File: config.mk
export PLATFORM = sky130hd
export DESIGN_NAME = color_palette
export DESIGN_NICKNAME = d
export VERILOG_FILES = /design/src/rtl/tetris_pkg.sv /design/src/rtl/color_palette_flash_ctrl.sv /design/src/rtl/color_palette.sv
export SDC_FILE = /design/constraint.sdc
export NUM_CORES = 1
export LEC_CHECK = 0
export BUFFER_PORTS_ARGS = -buffer_cell sky130_fd_sc_hd__buf_4
export CAP_MARGIN = 40
export CORE_ASPECT_RATIO = 1.1
export CORE_MARGIN = 4
export CORE_UTILIZATION = 53
export CTS_BUF_LIST = sky130_fd_sc_hd__clkbuf_8
export DETAILED_ROUTE_END_ITERATION = 16
export GPL_TIMING_DRIVEN = 0
export HOLD_SLACK_MARGIN = 0.1
export MAX_ROUTING_LAYER = met4
export PLACE_DENSITY = 0.78
export SETUP_SLACK_MARGIN = 0.15
export SLEW_MARGIN = 0
export SYNTH_ARGS = -nofsm -noshare
export SYNTH_HDL_FRONTEND = slang
export SYNTH_SLANG_ARGS = --single-unit
File: constraint.sdc
create_clock -name clk -period 4.45 [get_ports clk]
set_clock_uncertainty 0.15 [all_clocks]
set_input_delay 1.1125 -clock clk [delete_from_list [all_inputs] [get_ports clk]]
set_output_delay 1.1125 -clock clk [all_outputs]
set_load 0.005 [all_outputs]
File: src/rtl/tetris_pkg.sv
// Shared constants for the colour path: default tetromino palette,
// flash FSM state encodings and a nibble-to-channel widening helper.
package tetris_pkg;

    // Default palette, {ch2,ch1,ch0} with 4-bit channels, entries 0..7.
    localparam logic [11:0] DEF_PAL [8] = '{
        12'h666, 12'hFF0, 12'h0FF, 12'hC0C,
        12'h0F0, 12'h00F, 12'hF00, 12'h07F
    };

    typedef enum logic [1:0] {
        FL_IDLE = 2'd0,
        FL_ON   = 2'd1,
        FL_OFF  = 2'd2
    } flash_state_t;

    // Repeat a nibble MSB-first to fill w bits (w <= 32); result in [w-1:0].
    function automatic logic [31:0] rep_nib(input logic [3:0] nib, input int w);
        logic [31:0] r;
        r = '0;
        for (int i = 0; i < 32; i++) begin
            if (i < w) r[w-1-i] = nib[3-(i%4)];
        end
        return r;
    endfunction

endpackage

File: src/rtl/color_palette_flash_ctrl.sv
// Flash sequencer: IDLE/ON/OFF FSM that alternates phases every
// FLASH_PERIOD frame ticks for FLASH_TOGGLES phase changes.
module flash_ctrl
    import tetris_pkg::*;
#(
    parameter int FLASH_TOGGLES = 6,
    parameter int FLASH_PERIOD  = 8
) (
    input  logic clk,
    input  logic rst,
    input  logic frame_tick,
    input  logic flash_req,
    output logic flash_on,
    output logic flash_busy
);

    localparam int TICK_W = (FLASH_PERIOD > 1) ? $clog2(FLASH_PERIOD) : 1;
    localparam int TOG_W  = $clog2(FLASH_TOGGLES + 1);
    localparam logic [TICK_W-1:0] TICK_LAST = TICK_W'(FLASH_PERIOD - 1);
    localparam logic [TOG_W-1:0]  TOG_LAST  = TOG_W'(FLASH_TOGGLES - 1);

    flash_state_t      r_state, w_nxt_state;
    logic [TICK_W-1:0] r_tick,  w_nxt_tick;
    logic [TOG_W-1:0]  r_tog,   w_nxt_tog;

    // State and counter registers.
    always_ff @(posedge clk or posedge rst) begin
        if (rst) begin
            r_state <= FL_IDLE;
            r_tick  <= '0;
            r_tog   <= '0;
        end else begin
            r_state <= w_nxt_state;
            r_tick  <= w_nxt_tick;
            r_tog   <= w_nxt_tog;
        end
    end

    // Next state: a request always restarts, even on the terminal tick.
    always_comb begin
        w_nxt_state = r_state;
        w_nxt_tick  = r_tick;
        w_nxt_tog   = r_tog;
        if (flash_req) begin
            w_nxt_state = FL_ON;
            w_nxt_tick  = '0;
            w_nxt_tog   = '0;
        end else if (r_state != FL_IDLE && frame_tick) begin
            if (r_tick == TICK_LAST) begin
                w_nxt_tick = '0;
                if (r_tog == TOG_LAST) begin
                    w_nxt_state = FL_IDLE;
                    w_nxt_tog   = '0;
                end else begin
                    w_nxt_tog   = r_tog + 1'b1;
                    w_nxt_state = (r_state == FL_ON) ? FL_OFF : FL_ON;
                end
            end else begin
                w_nxt_tick = r_tick + 1'b1;
            end
        end
    end

    assign flash_on   = (r_state == FL_ON);
    assign flash_busy = (r_state != FL_IDLE);

endmodule

File: src/rtl/color_palette.sv
// Writable block-type colour palette with a two-stage lookup pipeline and
// line-clear flash override. Optional dimming: define COLOR_PALETTE_DIM_EN.
module color_palette
    import tetris_pkg::*;
#(
    parameter int TYPE_W        = 3,
    parameter int CH_W          = 4,
    parameter int FLASH_TOGGLES = 6,
    parameter int FLASH_PERIOD  = 8
) (
    input  logic                clk,
    input  logic                rst,
    input  logic                pix_valid,
    input  logic [TYPE_W-1:0]   blktype,
    input  logic                highlight,
    input  logic                wr_en,
    input  logic [TYPE_W-1:0]   wr_addr,
    input  logic [3*CH_W-1:0]   wr_data,
    input  logic                frame_tick,
    input  logic                flash_req,
    input  logic                dim,
    output logic [3*CH_W-1:0]   color,
    output logic                color_valid,
    output logic                flash_busy
);

    localparam int DEPTH = 2**TYPE_W;
    localparam int COL_W = 3*CH_W;

    logic [COL_W-1:0] w_def [DEPTH];
    logic [COL_W-1:0] r_pal [DEPTH];
    logic [COL_W-1:0] w_rd;
    logic [COL_W-1:0] r_s1_col;
    logic             r_s1_hl;
    logic             r_s1_vld;
    logic [COL_W-1:0] w_s2_col;
    logic             w_flash_on;

    // Reset image of the palette, widened to CH_W bits per channel.
    for (genvar g = 0; g < DEPTH; g++) begin : g_def
        if (g < 8) begin : g_tet
            localparam logic [31:0] R0 = rep_nib(DEF_PAL[g][3:0],  CH_W);
            localparam logic [31:0] R1 = rep_nib(DEF_PAL[g][7:4],  CH_W);
            localparam logic [31:0] R2 = rep_nib(DEF_PAL[g][11:8], CH_W);
            assign w_def[g] = {R2[CH_W-1:0], R1[CH_W-1:0], R0[CH_W-1:0]};
        end else begin : g_zero
            assign w_def[g] = '0;
        end
    end

    // Palette register file; reset reloads the defaults.
    always_ff @(posedge clk or posedge rst) begin
        if (rst) begin
            for (int i = 0; i < DEPTH; i++) r_pal[i] <= w_def[i];
        end else if (wr_en) begin
            r_pal[wr_addr] <= wr_data;
        end
    end

    // Read with write-through so a same-cycle write is seen by the lookup.
    always_comb begin
        w_rd = r_pal[blktype];
        if (wr_en && (wr_addr == blktype)) w_rd = wr_data;
    end

    // S1: capture looked-up colour and sideband bits.
    always_ff @(posedge clk or posedge rst) begin
        if (rst) begin
            r_s1_col <= '0;
            r_s1_hl  <= 1'b0;
            r_s1_vld <= 1'b0;
        end else begin
            r_s1_col <= w_rd;
            r_s1_hl  <= highlight;
            r_s1_vld <= pix_valid;
        end
    end

`ifdef COLOR_PALETTE_DIM_EN
    logic r_s1_dim;

    // S1 dim bit travels with the pixel.
    always_ff @(posedge clk or posedge rst) begin
        if (rst) r_s1_dim <= 1'b0;
        else     r_s1_dim <= dim;
    end

    // S2 colour: flash forces white, otherwise optionally halve each channel.
    always_comb begin
        w_s2_col = r_s1_col;
        if (w_flash_on && r_s1_hl) begin
            w_s2_col = '1;
        end else if (r_s1_dim) begin
            for (int c = 0; c < 3; c++)
                w_s2_col[c*CH_W +: CH_W] = r_s1_col[c*CH_W +: CH_W] >> 1;
        end
    end
`else
    logic w_dim_unused;
    assign w_dim_unused = dim;

    // S2 colour: flash forces white on highlighted cells during ON.
    always_comb begin
        w_s2_col = r_s1_col;
        if (w_flash_on && r_s1_hl) w_s2_col = '1;
    end
`endif

    // S2 register: colour only updates for valid pixels.
    always_ff @(posedge clk or posedge rst) begin
        if (rst) begin
            color       <= '0;
            color_valid <= 1'b0;
        end else begin
            color_valid <= r_s1_vld;
            if (r_s1_vld) color <= w_s2_col;
        end
    end

    flash_ctrl #(
        .FLASH_TOGGLES (FLASH_TOGGLES),
        .FLASH_PERIOD  (FLASH_PERIOD)
    ) u_flash (
        .clk        (clk),
        .rst        (rst),
        .frame_tick (frame_tick),
        .flash_req  (flash_req),
        .flash_on   (w_flash_on),
        .flash_busy (flash_busy)
    );

endmodule
* Word-level counts from Yosys, hierarchy flattened
Index checks and enable logic that the tools add are counted.
Cells by class: equality and inequality tests 4, multiplexer cells 20, $add $sub $neg 2, order comparisons 3, reduce and logical (&&, ||, !) cells 8, bitwise operators 2
Operators by type and width (count):
- $bwmux 96 | 1
- $mux 12 | 5
- $bmux 12 s3 | 1
- $demux 12 s3 | 1
- $mux 3 | 7
- $mux 2 | 5
- $ge 4x4->1 const B | 2
- $not 3->4 | 2
- $add 3x1->3 const B | 2
- $eq 3x3->1 const B | 2
- $reduce_bool 2->1 | 3
- $logic_and 1x1->1 | 4
- $lt 4x1->1 const B | 1
- $eq 3x3->1 | 1
- $eq 2x1->1 const B | 1
- $reduce_and 2->1 | 1
Storage, ports and cells: flip-flop bits (word level) 131, input bits 26, word-level logic and storage cells 55, output and inout port bits 14

* Depth between registers and ports, before layout
Gate-level depths: netlist of the first run.
depth after elaboration 6, gate-level depth with buffers 6, depth with buffers taken out 5

* Hierarchy
A second synthesis of the first run with hierarchy kept.
Unflattened totals: cells, all modules 355, area, all modules 5825.6 µm²
By module, submodules not included:
- color_palette | cells an instance 316, seq. area each 3134.3 µm², area each 5426.5 µm², instances 1
- flash_ctrl | cells an instance 39, seq. area each 200.2 µm², area each 399.1 µm², instances 1

* Worst setup path before layout of the first run
OpenSTA, ideal clock, no wires.
path type input-to-reg, start input port blktype[1], end register r_s1_col[1], data arrival time 2.494 ns, setup time 0.125 ns, data required time 4.175 ns, path slack 1.681 ns, buffers on the path 2, stages on the path 5, path through clkbuf_1 > clkbuf_1 > mux4_2 > mux2_2 > mux2_2
On the way: longest elaborated chain between the ends 5, elaborated cells on any way between the ends 7, those cells by class eq/ne (1); mux (4); bitwise (1); reduce/logical (1)
RTL lines:
- from (decl) | line color_palette.sv:14 | input logic [TYPE_W-1:0] blktype,
- $not 3->4 (implied by the code) | line color_palette.sv:62 | w_rd = r_pal[blktype];
- $bmux 12 s3 | line color_palette.sv:62
- $mux 12 (implied by the code) (2 in series) | line color_palette.sv:62
- $mux 12 * | line color_palette.sv:63 | if (wr_en && (wr_addr == blktype)) w_rd = wr_data;
- named net w_rd[1] | line color_palette.sv:32 | logic [COL_W-1:0] w_rd;
- to (signal assigned) | line color_palette.sv:73 | r_s1_col <= w_rd;
- to (decl) | line color_palette.sv:33 | logic [COL_W-1:0] r_s1_col;
The timed path passes the listed nets; every way through them passes the cells marked *. The select of a mux whose other input is x is not followed. A chain may end at the register's enable or synchronous reset.

* Worst setup path after layout of the first run
start input port blktype[1], end register r_s1_col[7]
Same word-level chain as after synthesis.

==> summary.md, run 1 <==
| Metric | Value |
|---|---|
| Mux cell area share after synthesis | 0.3423 |
| Synth Warn # | 0 |
| CP Class | in -> reg |
| Worst slew margin | 0.4423 |
| Avg WL per Cell | 20.54 µm |
| CTS root buf | clkbuf_8 |
| Final WL | 11630 µm |
| Max Fclk | 0.3477 GHz |
| Worst path arrival time | 3050 ps |
| Cell-internal power | 2.428 mW |
| Num ports | 40 |
| Max-Cap Viols | 0 |
| Maximum VDD drop | 196.5 µV |
| Drt via density | 5.779 |
| Most common cell after layout, fill and taps aside | mux2_2 |
| Final setup TNS | 0 ps |
| Critical-path maximum fanout | 10 |
| Compound-cell area share of the yosys netlist | 0.02763 |
| First-pass GRT wire length | 18570 µm |
| Synth Area in Adders | 0.004284 |
| Largest family of logic cells by synthesized area | multiplexers |
| Yosys top cell by area | dfrtp_1 |
| Ant. Diodes | 0 |
| Maximum buffer depth of the clock tree | 2 |
| Num CTS Buffers | 17 |
| Worst setup EP type | flip-flop |
| Startpoint Class | input port |
| Gp weighted congestion | 0.7756 |
| Slew @ Worst Pin | 836.6 ps |
| Clk sink count | 131 |
| WP data required | 4620 ps |
| Initial antenna violation count | 0 |
| PostCTS Resize Cnt | 0 |
| DRT iter0 DRCs | 179 |
| Initial Util | 0.5516 |
| Register area share after synthesis | 0.5709 |
| Fraction of registers with async set/reset | 1.000 |
| Sw power | 0.7258 mW |
| Flop pwr share | 0.511 |
| Nets | 438 |
| Setup Buffers After CTS | 0 |
| Ys flop type | dfrtp_1 |
| Synth Instances | 355 |
| Worst Hold Class | reg -> reg |
| Synth Cell Area | 0.005841 mm² |
| Yosys top cell area share | 0.3685 |
| Combinational share of power | 0.169 |
| Clock Latency Late Sink | 440 ps |
| Fin. Hold Viols | 0 |
| Final Slew Violations | 0 |
| Hpwl dp | 7418 µm |
| Input/output buffers | 33 |
| Leakage | 2.844 nW |
| Util after Layout | 0.6364 |
| Vias in the first global route | 3494 |
| Worst-path clk slew | 70 ps |
| P&R area growth vs syn | 15.38% |
| H-Tree Level Count | 4 |
| Ratio of cells with drive above 1 in the final layout | 0.5792 |
| Horiz. Die Dim | 108.1 µm |
| RSZ-0062 raised after global routing | false |
| Switching share of power | 0.2301 |
| Yosys reg bits | 131 |
| DRC viols | 0 |
| Synth Area in XOR/XNOR | 0.005998 |
| Outcome | finished clean |
| Total GRT Usage | 0.2020 |
| Syn Nets | 383 |
| # hold bufs at CTS | 0 |
| Tmin final | 2876 ps |
| Remaining antenna violation count | 0 |
| Pwr/cell area | 468.0 mW/mm² |
| CORE AREA | 0.01059 mm² |
| Vias | 3271 |
| Post-synth EDFFs | 0 |
| Die height | 118.1 µm |
| Mean Syn Cell Area | 16.45 µm² |
| Congestion Overflow GR | 0 |
| Clk pwr share | 0.321 |
| CTS tree | yes |
| Most frequent cells in the layout | mux2_2, dfrtp_1, dfstp_2 |
| Hold_ws | 310.5 ps |
| Simple-gate portion of the synthesized area | 0.02978 |
| Detailed Routing Iterations Pass 1 | 4 |
| Largest cells by area after synthesis | dfrtp_1, mux2_2, dfstp_2 |
| Final period util | 0.6463 |
| Endpoints failing setup | 0 |
| # rows | 39 |
| Largest net degree at the start of global routing | 41 |
| Distinct cell type count after synthesis | 32 |
| Die area | 0.01277 mm² |
## power by group through the flow
stage | logic (mW) | registers, mW | clock network (mW)
2_1_floorplan | 0.406 | 1.59 | 0
3_3_place_gp | 0.509 | 1.61 | 0
3_5_place_dp | 0.539 | 1.63 | 0
4_1_cts | 0.542 | 1.61 | 1.03
5_1_grt | 0.580 | 1.64 | 1.08
6_report | 0.532 | 1.61 | 1.01
## critical path, stage by stage
cell      delay, ps
clkbuf_1        300
clkbuf_1        670
mux4_1          420
mux2_2          280
mux2_4          260
## Yosys cell counts, types with 3 or more instances
library cell,n
mux2_2,113
dfrtp_1,86
dfstp_2,45
mux4_1,19
o22a_1,12
nand2_1,9
clkbuf_1,8
mux2_4,7
a21oi_1,6
buf_1,5
buf_2,5
mux4_2,5
buf_6,3
nand4b_1,3
xnor2_1,3
## path summary, 6_finish.rpt
path / startpoint / to / slack (ps) / cells after the start
min in group asynchronous: rst / r_s1_hl / 630 / 2
min: r_s1_col[5] / color[5] / 310 / 1
min reg2reg: r_s1_col[5] / color[5] / 310 / 1
max in group asynchronous: rst / r_pal[83] / 2370 / 5
max reg2reg: u_flash.r_tick[0] / u_flash.r_tog[2] / 2630 / 5
max: blktype[1] / r_s1_col[7] / 1570 / 5
## state kept, by name, indices dropped and copies added (netlist names)
register	count
u_flash.r_state	2
r_pal	96
r_s1_col	12
color_valid	1
u_flash.r_tick	3
r_s1_vld	1
r_s1_hl	1
u_flash.r_tog	3
color	12
## layout make-up
| class | instances | area (µm²) |
|---|---|---|
| Buffer | 21 | 107.6 |
| Clock buffer | 23 | 316.6 |
| Clock inverter | 9 | 91.34 |
| Timing Repair Buffer | 36 | 307.8 |
| Fill cell | 761 | 3850 |
| Tap cell | 143 | 178.9 |
| Sequential cell | 131 | 3334 |
| Multi-Input combinational cell | 202 | 2395 |
| Inverter | 1 | 7.507 |
## per-layer routing
layer / routed length, µm / part of all wire / track usage / vias to the layer above
li1: - / - / - / 1466
met5: 0 / 0 / - / -
met4: 146 / 0.013 / 0.07103 / 0
met2: 5971 / 0.51 / 0.3188 / 52
met1: 5188 / 0.45 / 0.2550 / 1740
met3: 321 / 0.028 / 0.04992 / 13
## per-stage QoR
stage / std cells / area [µm²] / setup slack, ps / total power, mW
finish: 566 / 6739 / 1574 / 3.154
global route: 566 / 6739 / 1511 / 3.302
CTS: 566 / 6739 / 1588 / 3.183
detailed placement: 534 / 6331 / 1116 / 2.169
global placement: 531 / 6271 / 896.0 / 2.119
floorplan: 355 / 5844 / 1601 / 1.997
## cells by family after synthesis
logic type,count (synthesis)
DFF,131
AOI/OAI and AO/OA,22
xor gates and xnor gates,4
and+or+nand+nor,29
adders and majority gates,2
muxes,145
buffers and inverters,22
Note: power is estimated with default switching activity, not from simulation.
==> run 2, diff against run 1 <==
Settings changed: PLACE_DENSITY 0.78 to 0.75.
Clock period 4.45 ns to 2.7 ns, I/O delays scaled along.
==> summary.md, run 2 (synthesized netlist as in run 1, its figures left out) <==
| Metric | Value |
|---|---|
| WP data required | 2860 ps |
| Clock Latency Late Sink | 430 ps |
| CORE AREA | 0.01059 mm² |
| Die height | 118.1 µm |
| Hold_ws | 202.7 ps |
| Endpoints failing setup | 0 |
| Register area | 0.003334 mm² |
| H-Tree Level Count | 4 |
| Area post-placement | 0.006351 mm² |
| CTS tree | yes |
| Remaining antenna violation count | 0 |
| Worst slew margin | 0.4070 |
| Final period util | 0.9003 |
| Setup Buffers After CTS | 0 |
| Flip-flop count of the largest register after layout | 96 |
| Clk sink count | 131 |
| Reg with most FFs | r_pal |
| Drt via density | 5.780 |
| Total GRT Usage | 0.2038 |
| CP Class | in -> reg |
| Tmin final | 2431 ps |
| Leakage | 2.845 nW |
| Largest net degree at the start of global routing | 36 |
| Num ports | 40 |
| Vias | 3283 |
| Critical-path maximum fanout | 10 |
| Multi-input combinational cell area | 0.002395 mm² |
| Worst setup EP type | flip-flop |
| P&R area growth vs syn | 15.62% |
| Setup WS pre-CTS | -299.3 ps |
| Final WL | 11680 µm |
| DRC viols | 0 |
| Final Slew Violations | 0 |
| Startpoint Class | input port |
| Max-Cap Viols | 0 |
| Outcome | finished clean |
| Setup ws final | 269.3 ps |
| Detailed Routing Iterations Pass 1 | 4 |
| Nets | 440 |
| Die area | 0.01277 mm² |
| # rows | 39 |
| Most frequent cells in the layout | mux2_2, dfrtp_1, dfstp_2 |
| Worst path arrival time | 2590 ps |
| Vias in the first global route | 3442 |
| Gp weighted congestion | 0.7270 |
| Maximum VDD drop | 354.9 µV |
| Slew @ Worst Pin | 889.4 ps |
| Pwr/cell area | 759.3 mW/mm² |
| Num CTS Buffers | 17 |
| Fin area | 0.006753 mm² |
| Fin. Hold Viols | 0 |
| Initial antenna violation count | 0 |
| Hpwl dp | 7495 µm |
| Ant. Diodes | 0 |
| Maximum buffer depth of the clock tree | 2 |
| Avg WL per Cell | 20.57 µm |
| RSZ-0062 raised after global routing | false |
| DRT iter0 DRCs | 143 |
| Horiz. Die Dim | 108.1 µm |
| CTS root buf | clkbuf_8 |
| Ratio of cells with drive above 1 in the final layout | 0.5859 |
| Filler Cell Count | 786 |
| Worst Hold Class | in -> reg |
| Max Fclk | 0.4114 GHz |
| Worst-path clk slew | 70 ps |
| Initial Util | 0.5516 |
| Largest regs | r_pal: 96 flops, color: 12 flops, r_s1_col: 12 flops |
| Most common cell after layout, fill and taps aside | mux2_2 |
| Congestion Overflow GR | 0 |
| Input/output buffers | 33 |
| First-pass GRT wire length | 18900 µm |
| Total power draw | 5.127 mW |
-- run 2: cell types whose count changed in the layout (fill, tap and decap cells not counted) --
| cell | previous run | this run |
|---|---|---|
| clkbuf_1 | 8 | 7 |
| inv_1 | 5 | 3 |
| clkinvlp_4 | 2 | 3 |
| buf_12 | 3 | 4 |
| clkinv_2 | 1 | 4 |
| clkbuf_2 | 0 | 1 |
| dlygate4sd3_1 | 0 | 1 |
| clkbuf_8 | 23 | 20 |
| clkinv_4 | 0 | 1 |
-- run 2: final timing paths --
kind                       cells after the start               start  slack, ps          end
min in group asynchronous                      3                 rst        660    r_pal[30]
min reg2reg                                    1         r_s1_col[3]        310     color[3]
max in group asynchronous                      7                 rst        510    r_pal[23]
min                                            1           highlight        200      r_s1_hl
max                                            5          blktype[1]        270  r_s1_col[4]
max reg2reg                                    4  u_flash.r_state[1]        880     color[5]
-- run 2: final cells by class --
type                       instances  area share
sequential                       131      0.4938
multi-input combinational        202      0.3546
timing repair buffer              38     0.05003
clock buffer                      20     0.04076
tap                              143     0.02650
clock inverter                    12     0.01705
buffer                            21     0.01612
inverter                           1    0.001112
-- run 2: timing repair --
action / 4_1_cts / 5_1_grt
setup endpoints to repair: 0 / 9
resized for setup: 0 / 3
hold buffers: 1 / 0
hold endpoints to repair: 12 / 0
-- run 2: power by group --
group / total, mW / internal, mW / switching [mW]
logic: 0.880 / 0.581 / 0.299
clock network: 1.60 / 0.878 / 0.718
registers: 2.65 / 2.47 / 0.178
total: 5.13 / 3.93 / 1.20
-- run 2: worst max-delay path: stages --
cell and delay, ps:
clkbuf_1 320, clkbuf_1 620, mux4_1 410, mux2_2 280
mux2_4 270
-- run 2: routing by layer --
metal,up-vias,part of all wire,track usage
met5,-,0,-
met4,0,0.012,0.05525
met3,11,0.038,0.04608
met2,57,0.52,0.3130
met1,1761,0.43,0.2760
li1,1454,-,-
-- run 2: per-stage QoR --
stage	TNS, ps	util	std cells
after floorplan	0	-	355
after global placement	-39310	0.5922	531
after detailed placement	-3118	0.5998	535
after CTS	0	0.6376	568
after global routing	0	0.6377	568
final	0	0.6377	568
==> run 3, diff against run 2 <==
Settings changed: PLACE_DENSITY 0.75 to 0.71.
==> summary.md, run 3 (synthesized netlist as in run 1, its figures left out) <==
| Metric | Value |
|---|---|
| Worst setup EP type | flip-flop |
| Num CTS Buffers | 17 |
| Flip-flop count of the largest register after layout | 96 |
| Largest net degree at the start of global routing | 37 |
| Final Slew Violations | 0 |
| Multi-input combinational cell area | 0.002395 mm² |
| Final period util | 0.9408 |
| Vias | 3262 |
| Input/output buffers | 33 |
| Ant. Diodes | 0 |
| Filler Cell Count | 795 |
| Nets | 438 |
| Ratio of cells with drive above 1 in the final layout | 0.5839 |
| Reg2reg path depth | 4 |
| Worst Hold Class | in -> reg |
| Min-Delay Path Depth | 1 |
| Worst slew margin | 0.4056 |
| Register area | 0.003334 mm² |
| First-pass GRT wire length | 18970 µm |
| Endpoints failing setup | 0 |
| Setup Buffers After CTS | 0 |
| Die height | 118.1 µm |
| Tmin final | 2540 ps |
| Total GRT Usage | 0.2075 |
| Critical-path maximum fanout | 10 |
| CTS tree | yes |
| Setup ws final | 160.0 ps |
| Initial Util | 0.5516 |
| CP Class | in -> reg |
| PostCTS Resize Cnt | 0 |
| Die area | 0.01277 mm² |
| H-Tree Level Count | 4 |
| Pwr/cell area | 761.2 mW/mm² |
| Detailed Routing Iterations Pass 1 | 4 |
| Most frequent cells in the layout | mux2_2, dfrtp_1, dfstp_2 |
| DRC viols | 0 |
| Startpoint Class | input port |
| Final WL | 11710 µm |
| Maximum buffer depth of the clock tree | 2 |
| Vias in the first global route | 3446 |
| P&R area growth vs syn | 14.91% |
| Largest regs | r_pal: 96 flops, color: 12 flops, r_s1_col: 12 flops |
| Slew @ Worst Pin | 891.5 ps |
| Hpwl dp | 7307 µm |
| Fin. Hold Viols | 0 |
| Horiz. Die Dim | 108.1 µm |
| Max Fclk | 0.3937 GHz |
| Num ports | 40 |
| Maximum VDD drop | 482.6 µV |
| Util after Layout | 0.6338 |
| Worst-path clk slew | 70 ps |
| Most common cell after layout, fill and taps aside | mux2_2 |
| Remaining antenna violation count | 0 |
| RSZ-0062 raised after global routing | false |
| CTS root buf | clkbuf_8 |
| # hold bufs at CTS | 0 |
| Setup WS pre-CTS | -247.9 ps |
| Gp weighted congestion | 0.7422 |
| Leakage | 2.821 nW |
| Drt via density | 5.763 |
| Total power draw | 5.109 mW |
| Clk sink count | 131 |
| Congestion Overflow GR | 0 |
| Initial antenna violation count | 0 |
| CORE AREA | 0.01059 mm² |
| Worst path arrival time | 2710 ps |
| Hold_ws | 188.5 ps |
| WP data required | 2870 ps |
| Outcome | finished clean |
| Avg WL per Cell | 20.70 µm |
| DRT iter0 DRCs | 178 |
| Reg with most FFs | r_pal |
| Max-Cap Viols | 0 |
| Clock Latency Late Sink | 440 ps |
| # rows | 39 |
## run 3: cell type report
cell class	count	share of cell area
buffer	21	0.01603
tap	143	0.02666
timing repair buffer	36	0.04586
clock buffer	19	0.03896
inverter	1	0.001119
multi-input combinational	202	0.3568
clock inverter	13	0.01771
sequential	131	0.4968
## run 3: worst paths after layout
kind / from / to / slack [ps]
setup / recovery: blktype[1] / r_s1_col[3] / 160
hold reg to reg: r_s1_col[0] / color[0] / 310
max in group asynchronous: rst / r_pal[62] / 1260
setup reg to reg: u_flash.r_state[1] / color[1] / 840
min in group asynchronous: rst / r_pal[7] / 210
hold / removal: pix_valid / r_s1_vld / 190
## run 3: per-layer routing
metal | up-vias | global-route usage | part of all wire
li1 | 1455 | - | -
met1 | 1738 | 0.2806 | 0.47
met2 | 49 | 0.3095 | 0.48
met3 | 20 | 0.05376 | 0.035
met4 | 0 | 0.06630 | 0.015
met5 | - | - | 0
## run 3: power by group
part	leakage [nW]	internal, mW	switching (mW)
clock	0.201	0.848	0.738
combinational	1.13	0.577	0.297
sequential	1.49	2.47	0.176
total	2.82	3.90	1.21
## run 3: critical path, stage by stage
cell and delay (ps):
clkbuf_1 340, clkbuf_1 720, mux4_2 420, mux2_2 270, mux2_2 290
## run 3: through the flow
stage	instances	cell area, µm²	setup TNS (ps)
after global routing	566	6711	0
after detailed placement	534	6331	-2491
after global placement	531	6271	-41340
after CTS	566	6711	0
final	566	6711	0
after floorplan	355	5844	0
